## config.mk

```make
export PLATFORM = sky130hd
export DESIGN_NAME = frac_divider_flat
export DESIGN_NICKNAME = d
export VERILOG_FILES = /design/src/rtl/frac_divider_if.sv /design/src/rtl/frac_divider.sv /design/src/flat_wrapper.sv
export SDC_FILE = /design/constraint.sdc
export NUM_CORES = 1
export LEC_CHECK = 0
export ABC_AREA = 1
export CORE_UTILIZATION = 40
export CTS_CLUSTER_SIZE = 8
export DETAILED_ROUTE_END_ITERATION = 16
export PLACE_DENSITY = 0.64
export SYNTH_ARGS = -nofsm -noshare
export SYNTH_HDL_FRONTEND = slang
export SYNTH_SLANG_ARGS = --single-unit
```

## constraint.sdc

```tcl
create_clock -name clk -period 3.6 [get_ports clk]
set_input_delay 0.72 -clock clk [delete_from_list [all_inputs] [get_ports clk]]
set_output_delay 0.72 -clock clk [all_outputs]
set_load 0.03 [all_outputs]
```

## src/rtl/frac_divider_if.sv

```systemverilog
// Operand/result handshake bundle for frac_divider.
// The requester drives operands and out_ready; the divider drives the rest.
interface frac_divider_if #(
    parameter int unsigned DW_A = 10,
    parameter int unsigned DW_B = 3,
    parameter int unsigned FRAC = 10
);
    localparam int unsigned QW = DW_A + FRAC;

    logic            in_valid;
    logic            in_ready;
    logic [DW_A-1:0] in_a;
    logic [DW_B-1:0] in_b;
    logic            out_valid;
    logic            out_ready;
    logic [QW-1:0]   out_q;
    logic [DW_B-1:0] out_r;
    logic            out_dz;

    modport master (
        output in_valid, in_a, in_b, out_ready,
        input  in_ready, out_valid, out_q, out_r, out_dz
    );

    modport slave (
        input  in_valid, in_a, in_b, out_ready,
        output in_ready, out_valid, out_q, out_r, out_dz
    );
endinterface

```

## src/rtl/frac_divider.sv

```systemverilog
// Fixed-point restoring divider: q = floor(a*2^FRAC / b), one quotient bit per cycle.
// Divide-by-zero skips the iteration and returns an all-ones quotient with a flag.
module frac_divider #(
    parameter int unsigned DW_A = 10,
    parameter int unsigned DW_B = 3,
    parameter int unsigned FRAC = 10
) (
    input  logic          clk,
    input  logic          rst_n,
    frac_divider_if.slave bus
);
    localparam int unsigned QW = DW_A + FRAC;
    localparam int unsigned CW = $clog2(QW + 1);

    typedef enum logic [1:0] {StIdle, StCalc, StDone} state_e;

    state_e          state_q, state_d;
    logic [QW-1:0]   num_q, num_d;
    logic [QW-1:0]   quo_q, quo_d;
    logic [DW_B-1:0] div_q, div_d;
    logic [DW_B:0]   rem_q, rem_d;
    logic [CW-1:0]   cnt_q, cnt_d;
    logic            dz_q, dz_d;

    logic            accept;
    logic            deliver;
    logic [DW_B+1:0] rem_shift;
    logic            bit_set;

    assign accept    = bus.in_valid && (state_q == StIdle);
    assign deliver   = bus.out_ready && (state_q == StDone);

    // One extra bit of headroom so 2r+1 never wraps before the compare.
    assign rem_shift = {rem_q, num_q[QW-1]};
    assign bit_set   = rem_shift >= (DW_B + 2)'(div_q);

    always_comb begin
        state_d = state_q;
        num_d   = num_q;
        quo_d   = quo_q;
        div_d   = div_q;
        rem_d   = rem_q;
        cnt_d   = cnt_q;
        dz_d    = dz_q;
        unique case (state_q)
            StIdle: begin
                if (accept) begin
                    if (bus.in_b == '0) begin
                        state_d = StDone;
                        quo_d   = '1;
                        rem_d   = '0;
                        dz_d    = 1'b1;
                        cnt_d   = '0;
                    end else begin
                        state_d = StCalc;
                        num_d   = QW'(bus.in_a) << FRAC;
                        div_d   = bus.in_b;
                        quo_d   = '0;
                        rem_d   = '0;
                        dz_d    = 1'b0;
                        cnt_d   = CW'(QW);
                    end
                end
            end
            StCalc: begin
                num_d = num_q << 1;
                quo_d = (quo_q << 1) | QW'(bit_set);
                rem_d = bit_set ? (DW_B + 1)'(rem_shift - (DW_B + 2)'(div_q))
                                : rem_shift[DW_B:0];
                cnt_d = cnt_q - CW'(1);
                if (cnt_q == CW'(1)) begin
                    state_d = StDone;
                end
            end
            StDone: begin
                if (deliver) begin
                    state_d = StIdle;
                end
            end
            default: state_d = StIdle;
        endcase
    end

    always_ff @(posedge clk) begin
        if (!rst_n) begin
            state_q <= StIdle;
            num_q   <= '0;
            quo_q   <= '0;
            div_q   <= '0;
            rem_q   <= '0;
            cnt_q   <= '0;
            dz_q    <= 1'b0;
        end else begin
            state_q <= state_d;
            num_q   <= num_d;
            quo_q   <= quo_d;
            div_q   <= div_d;
            rem_q   <= rem_d;
            cnt_q   <= cnt_d;
            dz_q    <= dz_d;
        end
    end

    assign bus.in_ready  = (state_q == StIdle);
    assign bus.out_valid = (state_q == StDone);
    assign bus.out_q     = quo_q;
    assign bus.out_r     = rem_q[DW_B-1:0];
    assign bus.out_dz    = dz_q;
endmodule

```

## src/flat_wrapper.sv

```systemverilog
// flat-port wrapper written by rule: the top's interface ports become plain ports
module frac_divider_flat 
#(
    parameter int unsigned DW_A = 10,
    parameter int unsigned DW_B = 3,
    parameter int unsigned FRAC = 10
)
  (clk, rst_n, bus_in_valid, bus_in_a, bus_in_b, bus_out_ready, bus_in_ready, bus_out_valid, bus_out_q, bus_out_r, bus_out_dz);
  frac_divider_if #(.DW_A(DW_A), .DW_B(DW_B), .FRAC(FRAC)) bus_i ();
  input  logic clk;
  input  logic rst_n;
  input wire logic [$bits(bus_i.in_valid)-1:0] bus_in_valid;
  input wire logic [$bits(bus_i.in_a)-1:0] bus_in_a;
  input wire logic [$bits(bus_i.in_b)-1:0] bus_in_b;
  input wire logic [$bits(bus_i.out_ready)-1:0] bus_out_ready;
  output wire logic [$bits(bus_i.in_ready)-1:0] bus_in_ready;
  output wire logic [$bits(bus_i.out_valid)-1:0] bus_out_valid;
  output wire logic [$bits(bus_i.out_q)-1:0] bus_out_q;
  output wire logic [$bits(bus_i.out_r)-1:0] bus_out_r;
  output wire logic [$bits(bus_i.out_dz)-1:0] bus_out_dz;
  assign bus_i.in_valid = bus_in_valid;
  assign bus_i.in_a = bus_in_a;
  assign bus_i.in_b = bus_in_b;
  assign bus_i.out_ready = bus_out_ready;
  assign bus_in_ready = bus_i.in_ready;
  assign bus_out_valid = bus_i.out_valid;
  assign bus_out_q = bus_i.out_q;
  assign bus_out_r = bus_i.out_r;
  assign bus_out_dz = bus_i.out_dz;
  frac_divider #(.DW_A(DW_A), .DW_B(DW_B), .FRAC(FRAC)) u_core (.clk(clk), .rst_n(rst_n), .bus(bus_i));
endmodule
```

After elaboration in Yosys (flattened, before gate mapping)

Cells that the tools add are included.

Add/subtract/negate cells: 2
$lt $le $gt $ge: 1
Equal/unequal tests: 7
Multiplexer cells: 18
Bitwise operators: 2
Reductions and logical operators: 10

Operators by type and width:

| kind                | number |
|---|---|
| $mux 20             | 4 |
| $pmux 20 s2         | 2 |
| $or 20x1->20        | 1 |
| $mux 5              | 2 |
| $pmux 5 s2          | 1 |
| $reduce_and 3->1    | 3 |
| $mux 2              | 4 |
| $mux 4              | 2 |
| $pmux 4 s2          | 1 |
| $ne 2x1->1 const B  | 3 |
| $pmux 2 s3          | 1 |
| $eq 5x1->1 const B  | 1 |
| $ge 5x3->1          | 1 |
| $sub 5x1->5 const B | 1 |
| $reduce_and 2->1    | 2 |
| $sub 4x3->4         | 1 |
| $logic_not 3->1     | 1 |
| $eq 2x1->1 const B  | 1 |
| $eq 2x2->1 const B  | 1 |
| $logic_and 1x1->1   | 2 |
| $logic_not 2->1     | 1 |
| $ne 2x2->1 const B  | 1 |
| $reduce_bool 2->1   | 1 |
| $mux 1              | 1 |
| $not 1->1           | 1 |

Bits in registers: 55
Input bits: 17
Output and inout port bits: 26
Logic and storage cells: 47

Longest topological paths before layout

Word-level depth: 4
Depth in mapped cells: 10

Least setup slack after synthesis

Ideal clock, no wire load.

Kind: reg2out
From: register u_core.state_q[0]
To: output bus_in_ready
Arrival: 0.865 ns
Data required time: 2.880 ns
Setup slack: 2.015 ns
Cell stages (with the launch flop): 2
Path through: dfxtp_1 nor2_1

Word-level cells in the longest chain between the ends: 1

RTL lines:

| element                  | RTL line            | RTL |
|---|---|---|
| start: declaration       | frac_divider.sv:17  | `state_e state_q, state_d;` |
| start signal: assignment | frac_divider.sv:86  | `state_q <= StIdle;` |
| start signal: assignment | frac_divider.sv:94  | `state_q <= state_d;` |
| $logic_not 2->1          | frac_divider.sv:104 | `assign bus.in_ready = (state_q == StIdle);` |
| end: declaration         | flat_wrapper.sv:16  | `output wire logic [$bits(bus_i.in_ready)-1:0] bus_in_ready;` |

No other way between the ends.

Worst setup path in the final report

Ends and elaborated chain as after synthesis.

==> flow_summary.ini <==
[synth]
avgSynthCellArea_um2 = 7.57
synth.area.top_cells = dfxtp_1 (43%), nand2_1 (13%), a21oi_1 (4.7%)
synth_area_leader_cell = dfxtp_1
synth_seq_cells = 45
synth_mux_area_share_pct = 0
syn_area_um2 = 2120
yosys.area_share.simple_pct = 24.1
yosysWarnings = 0
yosys.area_share.adder_pct = 3.90
ys_seq_area_share_pct = 42.5
synth_compound_area_share_pct = 18.7
synth_top_cell_area_share_pct = 42.5
synth_cells = 280
synthesis.nets = 303
synth_cell_types = 28
synth_top_family_by_area = simple AND/OR/NAND/NOR gates
synth-xor-area-share_pct = 0.413

[global_routing]
grt_pass1_wl_mm = 7.36
grt_use_total_pct = 17.0
grt_pass1_vias = 1702
grt_max_degree = 32
antenna_found_initial = 0
overflow = 0

[floorplan]
core_um2 = 5110
dieArea_um2 = 5590
die_y_um = 74.8
dieWidth_um = 74.8
placementRows = 26
ios = 43
start_util_pct = 41.5

[setup_path]
r2r_setup_slack_ns = 1.73
worstPathCellList = nor2_1 > clkdlybuf4s50_1
setup.worst_path.start_class = flip-flop
worstPathArrival_ns = 1.60
timing.rr.start = u_core.state_q[0]$_SDFFE_PN0P_
r2r-end = u_core.cnt_q[4]$_SDFFE_PN0P_
slowest_delay_ns = 0.70
crit_required_ns = 2.88
slowest_stage = clkdlybuf4s50_1
crit_path_end_kind = output pin
crit_fanout = 6
ff2ff_path_depth = 6
critPathKind = reg -> out

[sta]
worstMarginPinSlew_ns = 0.575
worst_slack_ns = 1.28
slew_violations = 0
rsz0062_at_grt = false
fin_tns_setup_ns = 0
slew_headroom_pct = 61.7
hold_viol = 0
finalCriticalPeriod_ns = 2.32
setup_viol = 0
skew_ns = 0.0119
max_freq_ghz = 0.431
fin_crit_sh_pct = 64.4
holdWs_ns = 0.459

[finish]
antennaDiodeCount = 0
final_cell_mix = nand2_1 (76), dfxtp_1 (45), clkdlybuf4s50_1 (42)
fin_util_pct = 51.5
final_area_um2 = 2630
final_nets = 339
syn_to_final_growth_pct = 24.2
layout_commonest_cell = nand2_1
layout-drive-gt1-share_pct = 6.31
final_cells = 387

[clock_tree]
cts_sinks = 45
cts.path.max_buffers = 2
cts_setup_buffers = 0
cts_root_buffer = clkbuf_8
cts_tree = built
clk_pin_slew_worst_paths_ns = 0.09
cts_resized = 0
holdBufCountCts = 0
cts_buffers = 5
clock_latency_ns = 0.30
htreeDepth = 2

[worst_hold_path]
hold_end = u_core.num_q[13]$_SDFFE_PN0P_
min_from = u_core.num_q[13]$_SDFFE_PN0P_
hold_class = reg -> reg
hold_depth = 2

[power_and_ir_drop]
finalPower_mw = 1.34
switchingPower_mw = 0.490
pwr-share-seq_pct = 44.2
comb_power_share_pct = 32.1
powerDensity_nw_per_um2 = 511
power_leakage_nw = 1.06
peakVddDrop_mv = 0.248
p_int_mw = 0.854
clockPowerShare_pct = 23.7
switching_share_pct = 36.5

[placement]
hpwl_mm = 3.01
dp.cells = 379
preCtsSetupSlack_ns = 1.24
dpl_cell_area_um2 = 2540
gp_congestion = 0.849
port_buffers = 42

[route]
drtPass1Iterations = 4
drt-vias-per-instance = 4.94
postRouteAntennaNets = 0
wl_mm = 4.36
drtIter0Drc = 131
wl_per_cell_um = 11.3
drc = 0
vias = 1910

[outcome]
status = completed

[run]
max_cap_violations = 0
## flip-flops by register name, summed over array words and instances, names as in the netlist
| signal | flops |
|---|---|
| u_core.cnt_q | 5 |
| u_core.div_q | 3 |
| u_core.bus.out_q | 20 |
| u_core.bus.out_dz | 1 |
| u_core.state_q | 2 |
| u_core.rem_q | 4 |
| u_core.num_q | 10 |
## Yosys cell counts
| cell | count |
|---|---|
| nor2_4 | 2 |
| o21ai_0 | 19 |
| inv_4 | 1 |
| a31oi_1 | 13 |
| nor3_2 | 1 |
| nand2_4 | 2 |
| nand4_1 | 5 |
| a21oi_1 | 20 |
| o21ai_2 | 2 |
| nand3_1 | 19 |
| ha_1 | 5 |
| fa_1 | 1 |
| a211oi_1 | 1 |
| buf_6 | 3 |
| buf_2 | 3 |
| and2_1 | 1 |
| clkbuf_1 | 4 |
| buf_4 | 6 |
| dfxtp_1 | 45 |
| xor2_1 | 1 |
| inv_2 | 1 |
| o21ai_1 | 3 |
| inv_1 | 26 |
| nor2_1 | 10 |
| nand2_1 | 76 |
| clkinv_1 | 1 |
| o211a_1 | 6 |
| o22ai_1 | 3 |
## per-layer routing
metal,wire length [um],vias to the layer above,track usage (%)
met5,0,-,0
met2,2010,36,28.7
li1,-,1003,-
met3,129,8,3.21
met4,44,0,6.29
met1,2180,863,21.6
## worst max path at each step
stage                     cells after the start  slack [ns]                       endpoint                            from
final                                         2        1.28                   bus_in_ready  u_core.state_q[0]$_SDFFE_PN0P_
after global routing                          2        1.22                   bus_in_ready  u_core.state_q[0]$_SDFFE_PN0P_
after CTS                                     2        1.27                   bus_in_ready  u_core.state_q[0]$_SDFFE_PN0P_
after detailed placement                      6        1.24  u_core.num_q[19]$_SDFFE_PN0P_                    bus_in_valid
after global placement                        6        1.27  u_core.num_q[19]$_SDFFE_PN0P_                    bus_in_valid
after floorplan                               1        2.01                   bus_in_ready  u_core.state_q[0]$_SDFFE_PN0P_
## area by class of cell
| type | count | area (um^2) |
|---|---|---|
| flip-flops and latches | 45 | 901 |
| clock buffers | 5 | 68.8 |
| multi-input cells | 190 | 997 |
| well taps | 70 | 87.6 |
| fillers | 537 | 2480 |
| inverters | 29 | 111 |
| clock inverters | 3 | 22.5 |
| repair buffers | 45 | 443 |
## cells by family (layout without fill, tap and decap cells)
family                   after synthesis  after routing
AO/OA/AOI/OAI                         67             67
XOR/XNOR                               1              1
adder cells (fa/ha/maj)                6              6
buffers and inverters                 45             82
flip-flops                            45             45
AND/OR/NAND/NOR                      116            116
## power by group through the flow
stage                     sequential, mW  combinational (mW)  clock [mW]
after global routing               0.601               0.485       0.345
after CTS                          0.594               0.435       0.327
after detailed placement           0.605               0.433           0
after floorplan                    0.633               0.297           0
after global placement             0.605               0.431           0
final                              0.593               0.432       0.319
## worst max-delay path, delay by kind of cell, from the launching register on
| family | cells | cell delay, ns |
|---|---|---|
| buffers and inverters | 1 | 0.70 |
| DFF | 1 | 0.40 |
| and+or+nand+nor | 1 | 0.20 |
No activity file was read; power rests on OpenSTA's default activity.
